===== src/rtl/imem_arb_pkg.sv =====
// -----------------------------------------------------------------------------
// imem_arb_pkg
// Shared definitions for the instruction-memory port arbiter.
//   state_t : arbiter FSM encoding (S_FETCH = normal arbitration, S_LOAD =
//             port locked to an in-progress loader burst)
//   gnt_t   : which requester owns the memory port in the current cycle
//   ADDR_W_DEF / DATA_W_DEF : default address and data widths
// -----------------------------------------------------------------------------
package imem_arb_pkg;

   localparam int ADDR_W_DEF = 8;
   localparam int DATA_W_DEF = 32;

   typedef enum logic {
      S_FETCH = 1'b0,
      S_LOAD  = 1'b1
   } state_t;

   typedef enum logic [1:0] {
      GNT_NONE = 2'd0,
      GNT_FE   = 2'd1,
      GNT_LD   = 2'd2,
      GNT_DBG  = 2'd3
   } gnt_t;

endpackage


===== src/rtl/imem_arb_starve_ctr.sv =====
// -----------------------------------------------------------------------------
// imem_arb_starve_ctr
// Saturating count of consecutive cycles in which a pending loader/debug
// request lost the port to fetch. Once the count reaches MAX_WAIT the
// 'starved' flag tells the arbiter to deny fetch in favour of the waiting
// requester. MAX_WAIT must be at least 1.
// Ports:
//   clk     in  clock
//   rst     in  synchronous active-low reset (count -> 0)
//   inc     in  fetch won while another requester was pending
//   clr     in  another requester was served, or nothing else is pending
//   starved out count has reached MAX_WAIT
// -----------------------------------------------------------------------------
module imem_arb_starve_ctr #(
   parameter int MAX_WAIT = 4
) (
   input  logic clk,
   input  logic rst,
   input  logic inc,
   input  logic clr,
   output logic starved
);

   localparam int CNT_W = $clog2(MAX_WAIT + 1);
   localparam logic [CNT_W-1:0] MAX_CNT = CNT_W'(MAX_WAIT);

   logic [CNT_W-1:0] cnt_reg;
   logic [CNT_W-1:0] cnt_next;

   always_comb begin
      cnt_next = cnt_reg;
      if (clr) begin
         cnt_next = '0;
      end else if (inc && (cnt_reg != MAX_CNT)) begin
         cnt_next = cnt_reg + 1'b1;
      end
   end

   always_ff @(posedge clk) begin
      if (!rst) begin
         cnt_reg <= '0;
      end else begin
         cnt_reg <= cnt_next;
      end
   end

   assign starved = (cnt_reg >= MAX_CNT);

endmodule


===== src/rtl/imem_port_arbiter.sv =====
// -----------------------------------------------------------------------------
// imem_port_arbiter
// Shares the single instruction-memory port between fetch (read, highest
// priority), the microprogram loader (burst write, locks the port until its
// last beat) and the debug read port. A starvation counter bounds how long
// fetch may keep the loader/debug requesters waiting; when both of those are
// pending together, a round-robin bit picks between them.
// Ports:
//   clk, rst                 clock, synchronous active-low reset
//   fe_req/fe_addr           fetch request and read address
//   fe_gnt/fe_rdata          fetch owns the port (comb) / read data (=imem_rdata)
//   ld_valid/ld_addr/ld_wdata/ld_last  loader beat
//   ld_ready                 beat written this cycle (comb)
//   dbg_req/dbg_addr         debug read request (held until ack)
//   dbg_ack/dbg_rdata        registered one-cycle ack and captured read data
//   code_modified            registered pulse after the last burst beat
//   imem_addr/imem_wdata/imem_we/imem_rdata  memory macro interface
// -----------------------------------------------------------------------------
module imem_port_arbiter
   import imem_arb_pkg::*;
#(
   parameter int ADDR_W   = ADDR_W_DEF,
   parameter int DATA_W   = DATA_W_DEF,
   parameter int MAX_WAIT = 4
) (
   input  logic              clk,
   input  logic              rst,
   input  logic              fe_req,
   input  logic [ADDR_W-1:0] fe_addr,
   output logic              fe_gnt,
   output logic [DATA_W-1:0] fe_rdata,
   input  logic              ld_valid,
   input  logic [ADDR_W-1:0] ld_addr,
   input  logic [DATA_W-1:0] ld_wdata,
   input  logic              ld_last,
   output logic              ld_ready,
   input  logic              dbg_req,
   input  logic [ADDR_W-1:0] dbg_addr,
   output logic              dbg_ack,
   output logic [DATA_W-1:0] dbg_rdata,
   output logic              code_modified,
   output logic [ADDR_W-1:0] imem_addr,
   output logic [DATA_W-1:0] imem_wdata,
   output logic              imem_we,
   input  logic [DATA_W-1:0] imem_rdata
);

   state_t            state_reg;
   state_t            state_next;
   logic              rr_reg;
   logic              rr_next;
   logic              dbg_ack_reg;
   logic [DATA_W-1:0] dbg_rdata_reg;
   logic              code_modified_reg;

   gnt_t              gnt;
   logic              ld_pend;
   logic              dbg_pend;
   logic              other_pend;
   logic              starved;
   logic              cnt_inc;
   logic              cnt_clr;

   imem_arb_starve_ctr #(
      .MAX_WAIT (MAX_WAIT)
   ) u_starve_ctr (
      .clk     (clk),
      .rst     (rst),
      .inc     (cnt_inc),
      .clr     (cnt_clr),
      .starved (starved)
   );

   // A debug request that is being acked this cycle has already been served;
   // treating it as pending would issue a second read for the same request.
   assign ld_pend    = ld_valid;
   assign dbg_pend   = dbg_req & ~dbg_ack_reg;
   assign other_pend = ld_pend | dbg_pend;

   // Next-state, grant selection and port muxing.
   always_comb begin
      gnt        = GNT_NONE;
      state_next = state_reg;
      rr_next    = rr_reg;
      cnt_inc    = 1'b0;
      cnt_clr    = 1'b0;

      unique case (state_reg)
         S_FETCH: begin
            if (fe_req && (!other_pend || !starved)) begin
               gnt     = GNT_FE;
               cnt_inc = other_pend;
               cnt_clr = ~other_pend;
            end else if (other_pend) begin
               cnt_clr = 1'b1;
               if (ld_pend && dbg_pend) begin
                  gnt     = rr_reg ? GNT_DBG : GNT_LD;
                  rr_next = ~rr_reg;
               end else if (ld_pend) begin
                  gnt = GNT_LD;
               end else begin
                  gnt = GNT_DBG;
               end
            end else begin
               cnt_clr = 1'b1;
            end
            if ((gnt == GNT_LD) && !ld_last) begin
               state_next = S_LOAD;
            end
         end
         S_LOAD: begin
            // Burst owns the port: fetch and debug wait, gaps leave it idle.
            if (ld_valid) begin
               gnt     = GNT_LD;
               cnt_clr = 1'b1;
               if (ld_last) begin
                  state_next = S_FETCH;
               end
            end
         end
         default: begin
            state_next = S_FETCH;
         end
      endcase

      fe_gnt     = 1'b0;
      ld_ready   = 1'b0;
      imem_we    = 1'b0;
      imem_addr  = fe_addr;
      imem_wdata = '0;
      unique case (gnt)
         GNT_FE: begin
            fe_gnt = 1'b1;
         end
         GNT_LD: begin
            ld_ready   = 1'b1;
            imem_we    = 1'b1;
            imem_addr  = ld_addr;
            imem_wdata = ld_wdata;
         end
         GNT_DBG: begin
            imem_addr = dbg_addr;
         end
         default: begin
         end
      endcase

      if (!rst) begin
         fe_gnt     = 1'b0;
         ld_ready   = 1'b0;
         imem_we    = 1'b0;
         imem_addr  = '0;
         imem_wdata = '0;
      end
   end

   always_ff @(posedge clk) begin
      if (!rst) begin
         state_reg         <= S_FETCH;
         rr_reg            <= 1'b0;
         dbg_ack_reg       <= 1'b0;
         dbg_rdata_reg     <= '0;
         code_modified_reg <= 1'b0;
      end else begin
         state_reg         <= state_next;
         rr_reg            <= rr_next;
         dbg_ack_reg       <= (gnt == GNT_DBG);
         code_modified_reg <= (gnt == GNT_LD) && ld_last;
         if (gnt == GNT_DBG) begin
            dbg_rdata_reg <= imem_rdata;
         end
      end
   end

   assign fe_rdata      = imem_rdata;
   assign dbg_ack       = dbg_ack_reg;
   assign dbg_rdata     = dbg_rdata_reg;
   assign code_modified = code_modified_reg;

endmodule


===== config.mk =====
export PLATFORM = sky130hd
export DESIGN_NAME = imem_port_arbiter
export DESIGN_NICKNAME = d
export VERILOG_FILES = /design/src/rtl/imem_arb_pkg.sv /design/src/rtl/imem_arb_starve_ctr.sv /design/src/rtl/imem_port_arbiter.sv
export SDC_FILE = /design/constraint.sdc
export NUM_CORES = 1
export LEC_CHECK = 0
export BUFFER_PORTS_ARGS = -buffer_cell sky130_fd_sc_hd__buf_2
export CORE_UTILIZATION = 39
export DETAILED_ROUTE_END_ITERATION = 10
export MAX_ROUTING_LAYER = met4
export PLACE_DENSITY = 0.81
export SYNTH_ARGS = -nofsm -noshare
export SYNTH_HDL_FRONTEND = slang
export SYNTH_SLANG_ARGS = --single-unit
export TNS_END_PERCENT = 100

===== constraint.sdc =====
create_clock -name clk -period 2.4 [get_ports clk]
set_clock_uncertainty 0.15 [all_clocks]
set_input_delay 0.24 -clock clk [delete_from_list [all_inputs] [get_ports clk]]
set_output_delay 0.24 -clock clk [all_outputs]
set_load 0.02 [all_outputs]

After elaboration in Yosys (flattened, before gate mapping)
Cells that the tools add are included.
{"block": "word_totals", "romBits": 0, "n_memories": 0, "latchBits": 0, "ramBits": 0, "regBits": 39, "wordCells": 57}
{"block": "classes", "n_reduce_logical": 11, "muxes": 25, "shift": 0, "n_mul": 0, "bitwise": 8, "eq_ne": 5, "n_div": 0, "addsub": 1, "magnitude_cmp": 1}
{"cell": "$mux W32", "count": 2}
{"cell": "$pmux W8 S2", "count": 1}
{"cell": "$mux W1", "count": 14}
{"cell": "$mux W2", "count": 4}
{"cell": "$mux W8", "count": 1}
{"cell": "$eq A2 B2 Y1 const B", "count": 3}
{"cell": "$not A1 Y1", "count": 6}
{"cell": "$logic_and A1 B1 Y1", "count": 5}
{"cell": "$pmux W1 S2", "count": 2}
{"cell": "$pmux W2 S2", "count": 1}
{"cell": "$reduce_and A4 Y1", "count": 1}
{"cell": "$add A3 B1 Y3 const B", "count": 1}
{"cell": "$ge A3 B3 Y1 const B", "count": 1}
{"cell": "$logic_not A1 Y1", "count": 3}
{"cell": "$ne A3 B3 Y1 const B", "count": 1}
{"cell": "$eq A2 B1 Y1 const B", "count": 1}
{"cell": "$reduce_or A2 Y1", "count": 1}
{"cell": "$and A1 B1 Y1", "count": 1}
{"cell": "$logic_or A1 B1 Y1", "count": 1}
{"cell": "$or A1 B1 Y1", "count": 1}

Longest topological paths before layout
Gate-level depths: netlist of run 1.
{"block": "logic_depth", "depth_word": 12, "depth_mapped": 7}

Modules after synthesis
From an unflattened synthesis of run 1, not the netlist that was laid out.
{"block": "unflattened", "hier_cells": 276, "area_unflattened_um2": 2407.3}
{"mod": "imem_port_arbiter", "cells_each": 258, "seq_area_each_um2": 720.7, "area_each_um2": 2222.1, "instances": 1}
{"mod": "imem_arb_starve_ctr", "cells_each": 18, "seq_area_each_um2": 60.1, "area_each_um2": 185.2, "instances": 1}

Worst setup path after synthesis of run 1
Ideal clock, no wire load.
{"block": "synth_path", "path_kind": "register -> output", "from": "register dbg_ack_reg, in the netlist dbg_ack", "to": "output imem_wdata[22]", "path_stages_with_launch": 7, "arrival_time_ns": 1.591, "path_slack_ns": 0.419, "n_path_buf": 2, "cell_sequence": "dfxtp_1 -> nor3b_2 -> a211o_1 -> buf_2 -> inv_2 -> buf_2 -> and2_1"}
{"block": "synth_between", "elab_chain_cells": 12, "elab_cells_between_ends": 15}
{"item": "start, declared", "line_no": "imem_port_arbiter.sv:52", "source": "logic dbg_ack_reg;"}
{"item": "start signal, assigned", "line_no": "imem_port_arbiter.sv:167", "source": "dbg_ack_reg <= (gnt == GNT_DBG);"}
{"item": "$not A1 Y1 (*)", "line_no": "imem_port_arbiter.sv:77", "source": "assign dbg_pend = dbg_req & ~dbg_ack_reg;"}
{"item": "$and A1 B1 Y1 (*)", "line_no": "imem_port_arbiter.sv:77"}
{"item": "$or A1 B1 Y1", "line_no": "imem_port_arbiter.sv:78", "source": "assign other_pend = ld_pend | dbg_pend;"}
{"item": "$logic_not A1 Y1", "line_no": "imem_port_arbiter.sv:90", "source": "if (fe_req && (!other_pend || !starved)) begin"}
{"item": "$logic_or A1 B1 Y1", "line_no": "imem_port_arbiter.sv:90"}
{"item": "$logic_and A1 B1 Y1", "line_no": "imem_port_arbiter.sv:90"}
{"item": "$mux W2 (*)", "line_no": "imem_port_arbiter.sv:90"}
{"item": "$mux W2 (*)", "line_no": "imem_port_arbiter.sv:88", "source": "unique case (state_reg)"}
{"item": "$pmux W2 S2 (*)", "line_no": "imem_port_arbiter.sv:88"}
{"item": "$eq A2 B2 Y1 (*)", "line_no": "imem_port_arbiter.sv:131", "source": "unique case (gnt)"}
{"item": "$mux W32 (*)", "line_no": "imem_port_arbiter.sv:131"}
{"item": "$mux W32 (*)", "line_no": "imem_port_arbiter.sv:148", "source": "if (!rst) begin"}
{"item": "end, declared", "line_no": "imem_port_arbiter.sv:43", "source": "output logic [DATA_W-1:0] imem_wdata,"}
Every way passes the cells marked *; elsewhere a longest branch is shown, timed or not. The select of a mux whose other input is x is not followed.

Worst setup path after layout of run 1
{"block": "layout_path", "from": "register state_reg", "to": "output imem_addr[5]"}
{"block": "layout_between", "elab_chain_cells": 5, "elab_cells_between_ends": 6}
{"item": "start, declared", "line_no": "imem_port_arbiter.sv:48", "source": "state_t state_reg;"}
{"item": "start signal, assigned", "line_no": "imem_port_arbiter.sv:165", "source": "state_reg <= state_next;"}
{"item": "$not A1 Y1"}
{"item": "$pmux W2 S2 (*)", "line_no": "imem_port_arbiter.sv:88"}
{"item": "$eq A2 B2 Y1", "line_no": "imem_port_arbiter.sv:131"}
{"item": "$pmux W8 S2 (*)", "line_no": "imem_port_arbiter.sv:131"}
{"item": "$mux W8 (*)", "line_no": "imem_port_arbiter.sv:148"}
{"item": "end, declared", "line_no": "imem_port_arbiter.sv:42", "source": "output logic [ADDR_W-1:0] imem_addr,"}
Every way passes the cells marked *; elsewhere a longest branch is shown, timed or not.

==> results of run 1 <==
==> cell usage in the layout, fill, tap and decap left out, types with 6 or more instances in the layout <==
cell type  netlist  layout
inv_1           11      11
nand4_1         40      40
o221ai_1         8       8
a21oi_1         36      36
buf_2            7     202
o31ai_1         33      33
buf_4           33      10
clkbuf_8         0       6
dfxtp_1         39      38
nand2_1         14      14
and2_1          33      33
==> cell usage after synthesis, drive strengths merged (2+ instances only) <==
cell    number  area share
a21oi       37       0.078
inv         12       0.019
nand2       14       0.022
nand2b       2      0.0052
ha           2       0.010
nor3b        2       0.010
o221ai       8       0.029
o31ai       33        0.10
o211ai       3      0.0093
nand4       40        0.10
dfxtp       39        0.32
clkbuf      25       0.039
and2        33       0.085
nor2b        3      0.0077
buf         44        0.13
==> report_power, final <==
| part | internal (W) | total (W) | switching [W] |
|---|---|---|---|
| clock | 0.000225 | 0.000438 | 0.000212 |
| combinational | 0.000171 | 0.000474 | 0.000303 |
| sequential | 0.000671 | 0.000688 | 0.0000164 |
==> metrics by stage <==
step	power [W]	hold slack, ps	area (µm²)
2_1_floorplan	0.00101	212	2430
3_3_place_gp	0.00117	301	3220
3_5_place_dp	0.00117	312	3220
4_1_cts	0.00161	32.8	3310
5_1_grt	0.00169	41.8	3310
6_report	0.00160	37.4	3310
==> cells by family (layout without fill, tap and decap cells) <==
logic type	Yosys count	count (layout)	synth area share
and+or+nand+nor	100	100	0.253
adders and majority gates	2	2	0.0103
AOI/OAI and AO/OA	85	85	0.231
buffers and inverters	82	232	0.185
DFF	39	39	0.322
==> path summary, 6_finish.rpt <==
path	startpoint	endpoint	cells past startpoint
setup / recovery	state_reg$_SDFF_PN0_	imem_addr[5]	4
hold / removal	ld_last	code_modified$_SDFF_PN0_	2
hold reg to reg	dbg_rdata[6]$_SDFFE_PN0N_	dbg_rdata[6]$_SDFFE_PN0N_	2
setup reg to reg	state_reg$_SDFF_PN0_	rr_reg$_SDFFE_PN0P_	4
==> layer usage <==
| metal | GRT usage | vias to the layer above |
|---|---|---|
| li1 | - | 1383 |
| met1 | 0.266 | 1308 |
| met2 | 0.428 | 194 |
| met3 | 0.0393 | 11 |
| met4 | 0.0857 | 0 |
| met5 | - | - |
==> worst max-delay path, delay by kind of cell, from the launching register on <==
kind / cells / cell delay (ps)
AND/OR/NAND/NOR: 1 / 420
buffers and inverters: 1 / 190
AO/OA/AOI/OAI: 2 / 520
flip-flops: 1 / 390
==> final cells by class <==
cell class	instances	area [µm²]	share of cell area
Multi-Input combinational cell	187	1210	0.366
Clock inverter	1	5.00	0.00151
Inverter	13	51.3	0.0155
Timing Repair Buffer	212	1090	0.328
Clock buffer	6	82.6	0.0249
Sequential cell	39	782	0.236
Tap cell	75	93.8	0.0283
==> flow_metrics.tcl, run 1 <==
set metrics [dict create \
    synth-seq-cells 39 \
    max_stage_delay_ps 420 \
    highest_layer "met4" \
    grt_pass1_vias 2522 \
    largest_reg_flops 32 \
    hold_viol_final 0 \
    met2WireLength_mm 3.99 \
    worstPathCellList "or3b_1, a21oi_2, o221ai_1, buf_2" \
    synth.net_count 404 \
    core.rowCount 28 \
    fin_ws_ps 207 \
    syn_area_per_cell_um2 7.88 \
    fill_cells 580 \
    pre_cts_ws_ps 268 \
    totalWireLength_mm 7.92 \
    critical_path_class "register to output pin" \
    hold_class "primary input to register" \
    antenna_cells 0 \
    track_usage 0.239 \
    tns_ps 0 \
    die_area_mm2 0.00654 \
    p_leak_nw 1.71 \
    core_area_mm2 0.00596 \
    wl_per_cell_um 14.9 \
    drtIter0Drc 121 \
    m1WireLength_mm 3.19 \
    overflow 0 \
    dp_hpwl_mm 5.85 \
    maxCapViolations 0 \
    synth_ff_type "dfxtp_1" \
    via_per_inst 5.43 \
    setup_violations 0 \
    antenna_found_initial 0 \
    clock_sinks 39 \
    first_pass_iters 4 \
    max_slew_margin 0.578 \
    peakVddDrop_v 0.000321 \
    cts_buffers 5 \
    fin_crit_sh 0.914 \
    hold_buffers 0 \
    cp.arrival_ps 1800 \
    gp_congestion 0.869 \
    synthArstFlopShare 0 \
    grt_max_degree 36 \
    cts_resized 1 \
    synth_edf_count 0 \
    yosys_warnings 0 \
    layout_min_cycle_time_ps 2190 \
    postCtsSetupBuffers 0 \
    max_slew.worst_pin.slew_ps 631 \
    worst_path_max_delay_cell "or3b_1" \
    cts-root-buf "clkbuf_8" \
    clkLatencyLatePin_ps 280 \
    r2r_setup_slack_ps 540 \
    yosysUniqueCellTypes 31 \
    syn_to_final_growth_pct 36.4 \
    rsz0062_at_grt "false" \
    cp_max_fo 10 \
    die_h_um 80.9 \
    clock_path_buffers 2 \
    syn_area_mm2 0.00243 \
    wl_met3_um 641 \
    cp_data_required_time_ps 2010 \
    die_w_um 80.9 \
    nNetsFinal 554 \
    power_density_mw_per_mm2 483 \
    start_kind "register" \
    start_util 0.408 \
    critPathCaptureType "output pin" \
    port_buffers 202 \
    final_cells 533 \
    cts_tree "built" \
    vias 2896 \
    ant_nets 0 \
    io_pins 203 \
    slew_viol_final 0 \
    status "complete, no violations" \
    post-route-util 0.556 \
    clk_pin_slew_worst_paths_ps 70 \
    drc 0 \
    drive_gt1_frac 0.496 \
    ctsHtreeMaxLevel 2 \
    synth_seq_area_share 0.322 \
    grt_pass1_wl_mm 11.7 \
    timing.fmax_ghz 0.456 \
    placed_cells 526 \
    postSynthCellCount 308 \
]
No activity file was read; power rests on OpenSTA's default activity.
==> inputs of run 2 (changes only) <==
--- a/config.mk
+++ b/config.mk
@@ -10,6 +10,7 @@
 export DETAILED_ROUTE_END_ITERATION = 10
 export MAX_ROUTING_LAYER = met4
 export PLACE_DENSITY = 0.81
+export RECOVER_POWER = 25
 export SYNTH_ARGS = -nofsm -noshare
 export SYNTH_HDL_FRONTEND = slang
 export SYNTH_SLANG_ARGS = --single-unit
==> constraint.sdc (replaced) <==
create_clock -name clk -period 2.5 [get_ports clk]
set_clock_uncertainty 0.15 [all_clocks]
set_input_delay 0.25 -clock clk [delete_from_list [all_inputs] [get_ports clk]]
set_output_delay 0.25 -clock clk [all_outputs]
set_load 0.02 [all_outputs]
==> run 2 against run 1 <==
Compared with the run above:
- via count down 0.73%
- worst hold slack better by 15 ps
- non-clock buffer count unchanged
- routed wire length up 2.5%
==> flow_metrics.tcl, run 2 (synthesis results as in run 1) <==
set metrics [dict create \
    via_per_inst 5.38 \
    slew_viol_final 0 \
    layout.cells.most_common "buf_2" \
    worst_path_max_delay_cell "dfxtp_1" \
    drive_gt1_frac 0.414 \
    ctsHtreeMaxLevel 2 \
    clock_sinks 39 \
    fin_ws_ps 166 \
    core.rowCount 28 \
    hold_class "primary input to register" \
    largest_reg_flops 32 \
    grt_pass1_wl_mm 11.6 \
    fin_total_pwr_w 0.00164 \
    critPathCaptureType "output pin" \
    wl_per_cell_um 15.2 \
    cts-root-buf "clkbuf_8" \
    port_buffers 202 \
    regArea_um2 781 \
    drc 0 \
    fin_crit_sh 0.934 \
    antenna_found_initial 0 \
    hold_viol_final 0 \
    maxCapViolations 0 \
    critical_path_class "register to output pin" \
    pre_cts_ws_ps 367 \
    grt_most_used_layer "met2" \
    cp_data_required_time_ps 2100 \
    layout_min_cycle_time_ps 2330 \
    gp_congestion 0.878 \
    dp_hpwl_mm 6.00 \
    met2_usage 0.432 \
    die_area_mm2 0.00654 \
    grt.met3_usage 0.0393 \
    drtIter0Drc 59 \
    overflow 0 \
    final_cell_mix "buf_2, nand4_1, dfxtp_1" \
    max_stage_delay_ps 560 \
    cts_tree "built" \
    start_util 0.408 \
    peakVddDrop_v 0.000367 \
    core_area_mm2 0.00596 \
    worstPathCellList "nor3b_4, a211o_2, inv_4, and2_1, buf_2" \
    rsz0062_at_grt "false" \
    power_density_mw_per_mm2 496 \
    clkLatencyLatePin_ps 280 \
    timing.fmax_ghz 0.428 \
    die_w_um 80.9 \
    cp.arrival_ps 1930 \
    syn_to_final_growth_pct 36.0 \
    met1_usage 0.255 \
    max_slew.worst_pin.slew_ps 682 \
    multi_input_area_mm2 0.00121 \
    io_pins 203 \
    setup_violations 0 \
    clock_path_buffers 2 \
    r2r_setup_slack_ps 550 \
    tns_ps 0 \
    totalWireLength_mm 8.12 \
    first_pass_iters 4 \
    vias 2875 \
    critPathBufInv 2 \
    cp_max_fo 35 \
    max_slew_margin 0.543 \
    postCtsSetupBuffers 0 \
    final_cell_area_mm2 0.00330 \
    start_kind "register" \
    nNetsFinal 554 \
    status "complete, no violations" \
    grt_max_degree 36 \
    antenna_cells 0 \
    grt_pass1_vias 2499 \
    die_h_um 80.9 \
    crit_family "flip-flops" \
    postPlaceCellArea_mm2 0.00323 \
    cts_buffers 5 \
    fill_cells 578 \
    clk_pin_slew_worst_paths_ps 80 \
    p_leak_nw 1.62 \
    track_usage 0.234 \
    ant_nets 0 \
]
run 2: path summary, 6_finish.rpt:
check / start / to / cells after the start
max: state_reg$_SDFF_PN0_ / imem_wdata[11] / 5
min: ld_last / code_modified$_SDFF_PN0_ / 2
max reg2reg: state_reg$_SDFF_PN0_ / rr_reg$_SDFFE_PN0P_ / 4
min reg2reg: dbg_rdata[9]$_SDFFE_PN0N_ / dbg_rdata[9]$_SDFFE_PN0N_ / 2
run 2: power breakdown:
group	total [W]	internal [W]	switching, W
logic	0.000455	0.000159	0.000296
clock network	0.000524	0.000297	0.000227
registers	0.000660	0.000644	0.0000157
run 2: worst reg2reg max path: cells and delay by family (launching register included):
family	cells	cell delay (ps)
compound gates	1	140
buf+inv	1	280
flops	1	430
simple gates	2	880
run 2: timing repair:
action | 4_1_cts | 5_1_grt
hold buffers | 0 | 0
endpoints found under the setup margin | 0 | 32
resized for setup | 0 | 3
run 2: layout make-up:
class,instances,share of cell area
Clock buffer,5,0.0208
Clock inverter,3,0.0133
Inverter,13,0.0155
Multi-Input combinational cell,187,0.367
Sequential cell,39,0.236
Tap cell,75,0.0284
Timing Repair Buffer,212,0.319
run 2: layer usage:
| metal | wire length (µm) | up-vias |
|---|---|---|
| li1 | - | 1383 |
| met1 | 3270 | 1333 |
| met2 | 4150 | 150 |
| met3 | 593 | 9 |
| met4 | 109 | 0 |
| met5 | 0 | - |
run 2: per-stage QoR:
step           std cells  hold WS (ps)  utilization
2_1_floorplan        308           222            -
3_3_place_gp         526           302        0.543
3_5_place_dp         526           307        0.543
4_1_cts              534          42.4        0.562
5_1_grt              534          47.6        0.554
6_report             534          52.0        0.554
